[config.mk]
export PLATFORM = sky130hd
export DESIGN_NAME = alu_arbiter
export DESIGN_NICKNAME = d
export VERILOG_FILES = /design/src/rtl/alu_arbiter.sv
export SDC_FILE = /design/constraint.sdc
export NUM_CORES = 1
export LEC_CHECK = 0
export CORE_MARGIN = 2
export CORE_UTILIZATION = 40
export DETAILED_ROUTE_END_ITERATION = 10
export PLACE_DENSITY = 0.82
export SYNTH_ARGS = -nofsm -noshare
export SYNTH_HDL_FRONTEND = slang
export SYNTH_SLANG_ARGS = --single-unit
[constraint.sdc]
create_clock -name CLK -period 4 [get_ports CLK]
set_input_delay 0.8 -clock CLK [delete_from_list [all_inputs] [get_ports CLK]]
set_output_delay 0.8 -clock CLK [all_outputs]
set_load 0.03 [all_outputs]
[src/rtl/alu_arbiter.sv]
// alu_arbiter: round-robin sharing of one combinational ALU between two requesters.
// The winner's operands are registered, held on the ALU for EXEC_CYCLES cycles, and the result is captured.
module alu_arbiter #(
    parameter int EXEC_CYCLES = 1
) (
    input  logic        CLK,
    input  logic        RST,
    input  logic        req0,
    input  logic [3:0]  op0,
    input  logic [31:0] a0,
    input  logic [31:0] b0,
    output logic        done0,
    input  logic        req1,
    input  logic [3:0]  op1,
    input  logic [31:0] a1,
    input  logic [31:0] b1,
    output logic        done1,
    output logic [31:0] result,
    output logic        res_neg,
    output logic        res_ovf,
    output logic        res_zero,
    output logic        busy,
    output logic [3:0]  alu_aluop,
    output logic [31:0] alu_port_a,
    output logic [31:0] alu_port_b,
    input  logic [31:0] alu_outport,
    input  logic        alu_negative,
    input  logic        alu_overflow,
    input  logic        alu_zero
);

    typedef enum logic [1:0] {
        IDLE = 2'd0,
        EXEC = 2'd1,
        DONE = 2'd2
    } state_t;

    localparam logic [3:0] CNT_LOAD = 4'(EXEC_CYCLES - 1);

    state_t      state_q, state_d;
    logic        owner_q, owner_d;
    logic        rr_ptr_q, rr_ptr_d;
    logic [3:0]  cnt_q, cnt_d;
    logic [3:0]  op_q, op_d;
    logic [31:0] a_q, a_d;
    logic [31:0] b_q, b_d;
    logic [31:0] result_q, result_d;
    logic        neg_q, neg_d;
    logic        ovf_q, ovf_d;
    logic        zero_q, zero_d;
    logic        grant1;

    always_comb begin
        // NOTE: every signal gets its hold value first, so no path through the case can infer a latch.
        state_d  = state_q;
        owner_d  = owner_q;
        rr_ptr_d = rr_ptr_q;
        cnt_d    = cnt_q;
        op_d     = op_q;
        a_d      = a_q;
        b_d      = b_q;
        result_d = result_q;
        neg_d    = neg_q;
        ovf_d    = ovf_q;
        zero_d   = zero_q;
        grant1   = 1'b0;

        unique case (state_q)
            IDLE: begin
                if (req0 || req1) begin
                    // Requester 1 wins when alone, or on a tie when the pointer favours it.
                    grant1  = req1 && (!req0 || rr_ptr_q);
                    owner_d = grant1;
                    op_d    = grant1 ? op1 : op0;
                    a_d     = grant1 ? a1 : a0;
                    b_d     = grant1 ? b1 : b0;
                    cnt_d   = CNT_LOAD;
                    state_d = EXEC;
                end
            end
            EXEC: begin
                if (cnt_q == 4'd0) begin
                    result_d = alu_outport;
                    neg_d    = alu_negative;
                    ovf_d    = alu_overflow;
                    zero_d   = alu_zero;
                    state_d  = DONE;
                end else begin
                    cnt_d = cnt_q - 4'd1;
                end
            end
            DONE: begin
                rr_ptr_d = ~owner_q;
                state_d  = IDLE;
            end
            default: state_d = IDLE;
        endcase
    end

    // NOTE: state registers use non-blocking assignments so all flops update together at the edge.
    always_ff @(posedge CLK or posedge RST) begin
        if (RST) begin
            state_q  <= IDLE;
            owner_q  <= 1'b0;
            rr_ptr_q <= 1'b0;
            cnt_q    <= 4'd0;
            op_q     <= 4'd0;
            a_q      <= 32'd0;
            b_q      <= 32'd0;
            result_q <= 32'd0;
            neg_q    <= 1'b0;
            ovf_q    <= 1'b0;
            zero_q   <= 1'b0;
        end else begin
            state_q  <= state_d;
            owner_q  <= owner_d;
            rr_ptr_q <= rr_ptr_d;
            cnt_q    <= cnt_d;
            op_q     <= op_d;
            a_q      <= a_d;
            b_q      <= b_d;
            result_q <= result_d;
            neg_q    <= neg_d;
            ovf_q    <= ovf_d;
            zero_q   <= zero_d;
        end
    end

    assign done0      = (state_q == DONE) && !owner_q;
    assign done1      = (state_q == DONE) && owner_q;
    assign busy       = (state_q != IDLE);
    assign result     = result_q;
    assign res_neg    = neg_q;
    assign res_ovf    = ovf_q;
    assign res_zero   = zero_q;
    assign alu_aluop  = op_q;
    assign alu_port_a = a_q;
    assign alu_port_b = b_q;

endmodule

==> flow_summary.yaml, run 1 <==
floorplan:
  pin_count: 281
  die_h_microns: 119
  core_area_sq_um: 12700
  start_util_pct: 41.4
  fp.dieW_microns: 119
  floorplan.die_area_sq_um: 14100
  rows: 41
synth:
  syn_inst: 512
  post_synth.cell_area_avg_sq_um: 10.3
  synth_top_area_share_pct: 52.8
  synth_edf_count: 0
  yosys-top-cells-area: "dfrtp_1 (53%), mux2_4 (8.3%), a31oi_1 (8.1%), o21ai_0 (6.8%), a21oi_1 (6.7%)"
  synth_fp_nets: 689
  ys_seq_elements: 111
  syn_area_sq_um: 5260
  yosysMostFrequentCell: "dfrtp_1"
  synth_common_cells: "dfrtp_1 (111), o21ai_0 (72), a21oi_1 (70)"
  synthArstFlopShare_pct: 100
  ys.flop_type: "dfrtp_1"
  synth_cell_types: 33
  ys_warn_count: 0
  ys_seq_area_share_pct: 52.8
  synth_area_leader_cell: "dfrtp_1"
place:
  dp.cells: 917
  place.gp.congestion: 0.796
  dp_hpwl_microns: 12300
  port-buffer-count: 280
layout:
  final_util_pct: 65.9
  fin_cells: 933
  drive_gt1_share_pct: 9.59
  finalNetCount: 933
  areaGrowthSynthToFinish_pct: 59.2
  n_fill_cell: 1008
  antenna_cells: 0
timing:
  slew-limit-headroom_pct: 31.6
  max_freq_ghz: 0.382
  hold_viol_final: 0
  worst_pin_slew_ps: 1020
  report.final.slew_viol_count: 0
  fin_tns_setup_ps: 0
  finClkSkew_ps: 8.32
  setup_viol: 0
  fin_crit_sh_pct: 65.4
  period_needed_ps: 2610
  rsz0062_at_grt: "no"
cts:
  path_clk_slew_ps: 80
  hold_buffers: 0
  cts_buffers: 9
  cts_htree_levels: 3
  cts_setup_buffers: 0
  cts_tree: "built"
  cts_root_buffer: "clkbuf_16"
  cts_resized: 0
  clock_path_buffers: 2
  clk-insertion-delay-late_ps: 360
  cts.sinks: 111
route:
  wl_per_cell_microns: 19.1
  drc: 0
  postRouteAntennaNets: 0
  dr.pass1.iters: 6
  vias_per_cell: 5.74
  drt_iter0_drc: 469
  vias: 5351
  routed_wl_microns: 17800
critical_path:
  worstSetupEndpointType: "primary output"
  crit_arrival_ps: 1810
  r2r_start: "state_q[1]$_DFFE_PP0P_"
  critical_path_buf_inv_count: 1
  crit_path_max_fanout: 8
  crit_family: "buffers and inverters"
  cp_cell_sequence: "nor3b_1 -> clkdlybuf4s50_1"
  cp-start-kind: "register"
  r2r_setup_slack_ps: 2030
  cpPeakStageDelay_ps: 730
  crit_path_start: "state_q[1]$_DFFE_PP0P_"
  worstSetupPathType: "register to primary output"
  critPathRequiredTime_ps: 3200
  crit_slowest_cell: "clkdlybuf4s50_1"
job:
  max-cap-violations: 0
pwr:
  netSwitchingFraction_pct: 44.1
  powerDensity_nw_per_um2: 839
  max-vdd-ir-drop_v: 0.000409
  intPower_mw: 3.93
  p_comb_share_pct: 57.8
  static-leakage-power_nw: 3.35
  clock_power_share_pct: 12.8
  seqPwrFrac_pct: 29.3
  switching_power_mw: 3.10
global_routing:
  grt_pass1_vias: 5583
  grt_overflow: 0
  antenna_found_initial: 1
  grt_pass1_wl_microns: 28200
  grt_max_degree: 70
  grtUsageTotal_pct: 25.0
run_status:
  status: "finished, final reports clean"
min_path:
  min_from: "result[9]$_DFFE_PP0P_"
  hold_path_class: "register to register"
[cell type report]
type | instances | area, sq um | area share (%)
tap | 172 | 215 | 2.57
multi-input combinational | 338 | 2190 | 26.1
clock inverter | 7 | 68.8 | 0.821
inverter | 7 | 28.8 | 0.343
clock buffer | 9 | 225 | 2.69
sequential | 111 | 2780 | 33.1
timing repair buffer | 289 | 2880 | 34.3
[cells in the final DEF (no fill, tap or decap), types with 2 or more instances in the layout]
| master | Yosys | routed |
|---|---|---|
| a21oi_1 | 70 | 70 |
| a31oi_1 | 68 | 68 |
| and2b_2 | 1 | 2 |
| buf_4 | 2 | 8 |
| clkbuf_16 | 0 | 9 |
| clkdlybuf4s50_1 | 0 | 279 |
| dfrtp_1 | 111 | 111 |
| ha_1 | 2 | 2 |
| inv_1 | 5 | 4 |
| inv_2 | 2 | 2 |
| inv_6 | 0 | 3 |
| inv_8 | 0 | 3 |
| mux2_2 | 6 | 6 |
| mux2_4 | 29 | 29 |
| mux2i_1 | 2 | 2 |
| nand3_1 | 68 | 68 |
| nor2_1 | 2 | 2 |
| nor2_4 | 1 | 2 |
| nor3_1 | 3 | 3 |
| o21ai_0 | 72 | 72 |
[flip-flops by register name (all words and copies together) (netlist names), 2 cells and up]
signal and flops:
alu_aluop 4, alu_port_a 32, alu_port_b 32, cnt_q 4
result 32, state_q 2
[path summary, 6_finish.rpt]
check | to | cells past startpoint
worst max register to register | alu_port_a[24]$_DFFE_PP0P_ | 5
worst min-delay path | result[9]$_DFFE_PP0P_ | 1
worst max-delay path | done0 | 2
worst min register to register | result[9]$_DFFE_PP0P_ | 1
max in group asynchronous | result[22]$_DFFE_PP0P_ | 3
min in group asynchronous | result[20]$_DFFE_PP0P_ | 2
[power groups by stage]
stage               sequential (mW)  clock [mW]  combinational [mW]
floorplan                      3.05           0                1.47
global placement               2.04           0                3.97
detailed placement             2.06           0                4.07
CTS                            2.06       0.916                4.08
global route                   2.13       0.955                4.30
finish                         2.06       0.902                4.07
[kinds of logic (layout without fill, tap and decap cells)]
logic type / Yosys count / count (layout) / share of synthesized area (%)
flip-flops: 111 / 111 / 52.8
buffers and inverters: 63 / 312 / 5.87
multiplexers: 37 / 37 / 9.94
AO/OA/AOI/OAI: 214 / 214 / 22.2
adder cells (fa/ha/maj): 2 / 2 / 0.475
AND/OR/NAND/NOR: 85 / 85 / 8.77
[stage by stage]
| step | power (mW) | area (sq um) | hold slack [ps] | setup slack [ps] |
|---|---|---|---|---|
| after floorplan | 4.52 | 5260 | 469 | 269 |
| after global placement | 6.00 | 8090 | 485 | 1250 |
| after detailed placement | 6.13 | 8090 | 495 | 1130 |
| after CTS | 7.05 | 8380 | 517 | 1390 |
| after global routing | 7.38 | 8380 | 533 | 1250 |
| final | 7.03 | 8380 | 516 | 1390 |
[routing by layer]
layer	part of all wire, %	GRT usage, %	vias up
li1	-	-	2384
met1	38	29.0	2562
met2	49	42.8	355
met3	9.5	7.48	48
met4	2.7	10.5	2
met5	0.073	0	-
Note: power is estimated with default switching activity, not from simulation.
==> inputs of run 2 (changes only) <==
==> constraint.sdc (replaced) <==
create_clock -name CLK -period 2.5 [get_ports CLK]
set_input_delay 0.5 -clock CLK [delete_from_list [all_inputs] [get_ports CLK]]
set_output_delay 0.5 -clock CLK [all_outputs]
set_load 0.03 [all_outputs]
==> run 2 against run 1 <==
Effect of this change: via count decreased by 0.37%; worst setup slack got worse by 1200 ps; core utilization increased by 0.82 points; first-iteration DRC count increased by 0.43%; clock-buffer cell count increased by 1; clock power increased by 86%; clock skew decreased by 1.9 ps; critical path depth unchanged; highest routed layer is now met4; critical endpoint unchanged; die area unchanged.
==> flow_summary.yaml, run 2 (synthesis gave the netlist of run 1 again) <==
critical_path:
  crit_slowest_cell: "clkdlybuf4s50_1"
  r2r_start: "cnt_q[0]$_DFFE_PP0P_"
  cp_cell_sequence: "nor3b_1 -> clkdlybuf4s50_1"
  worstSetupPathType: "register to primary output"
  crit_family: "buffers and inverters"
  crit_arrival_ps: 1810
  cpPeakStageDelay_ps: 740
  r2r-end: "result[17]$_DFFE_PP0P_"
  critPathRequiredTime_ps: 2000
  worstSetupEndpointType: "primary output"
  reg2regPathDepth: 5
  cp-start-kind: "register"
  crit_path_max_fanout: 8
  critical_path_buf_inv_count: 1
  r2r_setup_slack_ps: 550
global_routing:
  grt_overflow: 0
  grt_pass1_wl_microns: 28900
  grtUsageTotal_pct: 25.8
  grt_max_degree: 69
  antenna_found_initial: 0
  grt_pass1_vias: 5561
layout:
  layout_commonest_cell: "clkdlybuf4s50_1"
  n_fill_cell: 992
  finalNetCount: 937
  antenna_cells: 0
  areaGrowthSynthToFinish_pct: 61.2
  seqCellArea_sq_um: 2780
  multiInputGateArea_sq_um: 2190
  drive_gt1_share_pct: 10.1
  mostFrequentLayoutCells: "clkdlybuf4s50_1 (279), dfrtp_1 (111), o21ai_0 (72)"
timing:
  finClkSkew_ps: 6.38
  hold_viol_final: 0
  fin_crit_sh_pct: 92.3
  report.final.slew_viol_count: 0
  rsz0062_at_grt: "no"
  slew-limit-headroom_pct: 49.5
  max_freq_ghz: 0.434
  setup_viol: 0
  fin_tns_setup_ps: 0
  worst_pin_slew_ps: 757
  holdWs_ps: 512
  period_needed_ps: 2310
cts:
  cts_tree: "built"
  cts.sinks: 111
  cts_resized: 0
  hold_buffers: 0
  cts_root_buffer: "clkbuf_16"
  cts_setup_buffers: 0
  path_clk_slew_ps: 70
  cts_htree_levels: 3
  clock_path_buffers: 2
  cts_buffers: 9
  clk-insertion-delay-late_ps: 350
floorplan:
  die_h_microns: 119
  rows: 41
  floorplan.die_area_sq_um: 14100
  core_area_sq_um: 12700
  fp.dieW_microns: 119
  start_util_pct: 41.4
  pin_count: 281
min_path:
  hold_end: "cnt_q[0]$_DFFE_PP0P_"
  whs_path_depth: 1
  min_from: "cnt_q[0]$_DFFE_PP0P_"
  hold_path_class: "register to register"
place:
  place.gp.congestion: 0.825
  dp_hpwl_microns: 12500
  port-buffer-count: 280
job:
  max-cap-violations: 0
route:
  drc: 0
  postRouteAntennaNets: 0
  wl_per_cell_microns: 19.3
  drt_iter0_drc: 471
  routed_wl_microns: 18100
  vias: 5331
  vias_per_cell: 5.69
  dr.pass1.iters: 5
pwr:
  p_total_mw: 11.5
  static-leakage-power_nw: 3.40
  powerDensity_nw_per_um2: 1360
  max-vdd-ir-drop_v: 0.000705
run_status:
  status: "finished, final reports clean"
## run 2: cell count changes in the layout (fill, tap and decap cells not counted), moves of 2 or more
cell / before / now
bufinv_16: 0 / 3
inv_6: 3 / 1
inv_8: 3 / 0
buf_4: 8 / 11
clkinvlp_4: 0 / 2
## run 2: cell type report
| type | instances | area share (%) |
|---|---|---|
| clock buffers | 10 | 2.82 |
| inverters | 7 | 0.354 |
| multi-input cells | 338 | 25.8 |
| flip-flops and latches | 111 | 32.7 |
| well taps | 172 | 2.54 |
| repair buffers | 293 | 34.4 |
| clock inverters | 6 | 1.36 |
## run 2: layer usage
| metal | track usage [%] | part of all wire [%] |
|---|---|---|
| met2 | 44.5 | 51 |
| met3 | 6.90 | 8.5 |
| met4 | 12.1 | 3.2 |
| met5 | 0 | 0 |
| met1 | 29.8 | 37 |
## run 2: worst max-delay path by stage
stage	startpoint	to	slack, ps	depth (start not counted)
2_1_floorplan	RST	alu_aluop[0]$_DFFE_PP0P_	660	1
3_3_place_gp	req0	alu_port_b[28]$_DFFE_PP0P_	470	5
3_5_place_dp	req0	alu_port_b[24]$_DFFE_PP0P_	410	5
4_1_cts	state_q[1]$_DFFE_PP0P_	done0	170	2
5_1_grt	state_q[1]$_DFFE_PP0P_	done0	100	2
6_report	state_q[1]$_DFFE_PP0P_	done0	190	2
## run 2: metrics by stage
stage	instances	setup WS [ps]	utilization, %	cell area [sq um]
2_1_floorplan	512	657	-	5270
3_3_place_gp	921	474	63.9	8130
3_5_place_dp	921	414	63.9	8130
4_1_cts	937	174	66.7	8480
5_1_grt	937	98.8	66.7	8480
6_report	937	194	66.7	8480
## run 2: worst reg2reg max path: stages (launching register included)
cell,delay [ps]
dfrtp_1,410
inv_1,90
ha_1,190
nor3b_2,280
nand2_4,400
mux2_4,450
## run 2: power by group
part	total, mW	switching [mW]	internal (mW)
Clock	1.68	0.669	1.01
Combinational	6.54	3.67	2.87
Sequential	3.31	0.581	2.72
Total	11.5	4.92	6.61
==> RTL change (flow settings as in run 1) <==
Encoding of `state_t`: now one-hot (3 bits for 3 states).
--- a/src/rtl/alu_arbiter.sv
+++ b/src/rtl/alu_arbiter.sv
@@ -31,6 +31,6 @@
 
-    typedef enum logic [1:0] {
-        IDLE = 2'd0,
-        EXEC = 2'd1,
-        DONE = 2'd2
+    typedef enum logic [2:0] {
+        IDLE = 3'b001,
+        EXEC = 3'b010,
+        DONE = 3'b100
     } state_t;
Behaviour: same outputs for any inputs over 4 cycles, from zero or initial values and one cycle with RST high; so few cycles prove little.
==> RTL change against run 1 <==
Sequential cell count is 1 higher; setup slack worse by 0.042 ns; critical path depth is 1 higher; area after synthesis is 1.5% higher; clock skew is 0.0013 ns lower; total power is 2.3% lower; wire length is 6.6% lower; design area is 1.6% higher; critical path type unchanged.
==> RTL change: results (changes against run 1) <==
[final_layout]
fraction_of_final_layout_cells_sized_beyond_drive_strength_1_pct = 7.45  ; -2.1 points
final.fill_count = 1023  ; +1.5%
finish.net_count = 937  ; +0.43%

[worst_setup_path]
cp.arrival_ns = 1.86  ; +0.05 ns
critPathLaunch = state_q[0]
timing.rr.start = cnt_q[0]
critPathMaxFanout = 5  ; -3
timing.rr.end = result[5]
timing.critical_path.slowest_cell_delay_ns = 0.62  ; -0.11 ns
r2r.worst_path.cells = 6  ; +1
register_to_register_setup_slack_ns = 1.85  ; -0.18 ns
cpLargestDelayFamily = buffers and inverters

[routing]
initialDrtViolationCount = 364  ; -22%
first_pass_iteration_count_of_the_detailed_router = 5  ; -1
route.detailed.wl_per_inst_um = 17.7  ; -7.4%
via_count_normalized_by_instance_count = 5.46  ; -4.7%

[global_route]
met2_resource_use_gr_pct = 39.4  ; -3.4 points
global_route_met1_utilization_pct = 27.0  ; -2.0 points
gr-usage-met3_pct = 5.80  ; -1.7 points
gr-usage-all-layers_pct = 22.8  ; -2.2 points
first_global_vias = 5079  ; -9.0%

[synthesis]
yosys.cell_types.count = 36  ; +9.1%
synth_sequential_area_ratio_pct = 52.5  ; -0.30 points
netlist_top_cells_count = dfrtp_1, a21oi_1, a31oi_1, o21ai_0, nand3b_1
syn_nets = 694  ; +0.73%
cell_types_with_the_largest_area_share_after_synthesis = dfrtp_1, nand3b_1, a31oi_1, a21oi_1, o21ai_0

[run_status]
status = completed

[sta]
relSlewSlack_pct = 31.2  ; -0.42 points
finalCriticalPeriod_ns = 2.66  ; +0.0420 ns
hold-worst-slack_ns = 0.489  ; -0.0272 ns
skew_ns = 0.00705  ; -0.00126 ns

[power_and_ir_drop]
max-vdd-ir-drop_uv = 419  ; +2.3%
internal-power_w = 0.00388  ; -1.3%
leakage_nw = 3.22  ; -3.9%

[worst_hold_path]
whs_endpoint = result[28]
hold_path_cell_cnt = 1  ; unchanged
timing.hold.worst.start = result[28]

[placement]
preCtsSetupSlack_ns = 1.11  ; -0.0195 ns
gp_congestion = 0.796  ; about the same
hpwl_dp_um = 11400  ; -7.2%

[RTL change: kinds of logic after synthesis]
| family | synth area share [%] |
|---|---|
| AND/OR/NAND/NOR | 12.4 |
| AO/OA/AOI/OAI | 21.9 |
| multiplexers | 7.38 |
| buffers and inverters | 5.41 |
| adder cells (fa/ha/maj) | 0.468 |
| flip-flops | 52.5 |
[RTL change: metrics by stage]
| step | power, W | cell area (sq um) | cells | utilization, % |
|---|---|---|---|---|
| 6_report | 0.00687 | 8510 | 941 | 64.8 |
| 5_1_grt | 0.00723 | 8510 | 941 | 64.8 |
| 4_1_cts | 0.00691 | 8510 | 941 | 64.8 |
| 3_5_place_dp | 0.00595 | 8200 | 925 | 62.4 |
| 3_3_place_gp | 0.00583 | 8200 | 925 | 62.4 |
| 2_1_floorplan | 0.00434 | 5340 | 517 | - |
[RTL change: worst max-delay path by stage]
stage                    end  cells past startpoint
3_3_place_gp   alu_port_a[7]                      5
2_1_floorplan   alu_aluop[0]                      1
6_report                busy                      3
5_1_grt                 busy                      3
4_1_cts                done0                      2
3_5_place_dp   alu_port_a[3]                      5
[RTL change: metal layers]
| metal | vias to the layer above | part of all wire [%] | wire (um) |
|---|---|---|---|
| li1 | 2405 | - | - |
| met1 | 2448 | 38 | 6350 |
| met2 | 248 | 51 | 8440 |
| met3 | 39 | 8.0 | 1330 |
| met4 | 2 | 2.9 | 474 |
| met5 | - | 0.078 | 13 |
[RTL change: power groups by stage]
stage	Combinational [W]	Sequential [W]	Clock, W
after global placement	0.00379	0.00204	0
after floorplan	0.00128	0.00306	0
after global routing	0.00410	0.00211	0.00102
final	0.00388	0.00205	0.000940
after detailed placement	0.00389	0.00206	0
after CTS	0.00389	0.00205	0.000964
[RTL change: layout make-up]
cell class	count	area, sq um	share of cell area, %
inverter	10	41.3	0.485
clock buffer	10	239	2.81
timing repair buffer	287	2880	33.8
tap	176	220	2.59
clock inverter	6	71.3	0.838
sequential	112	2800	33.0
multi-input combinational	340	2260	26.5
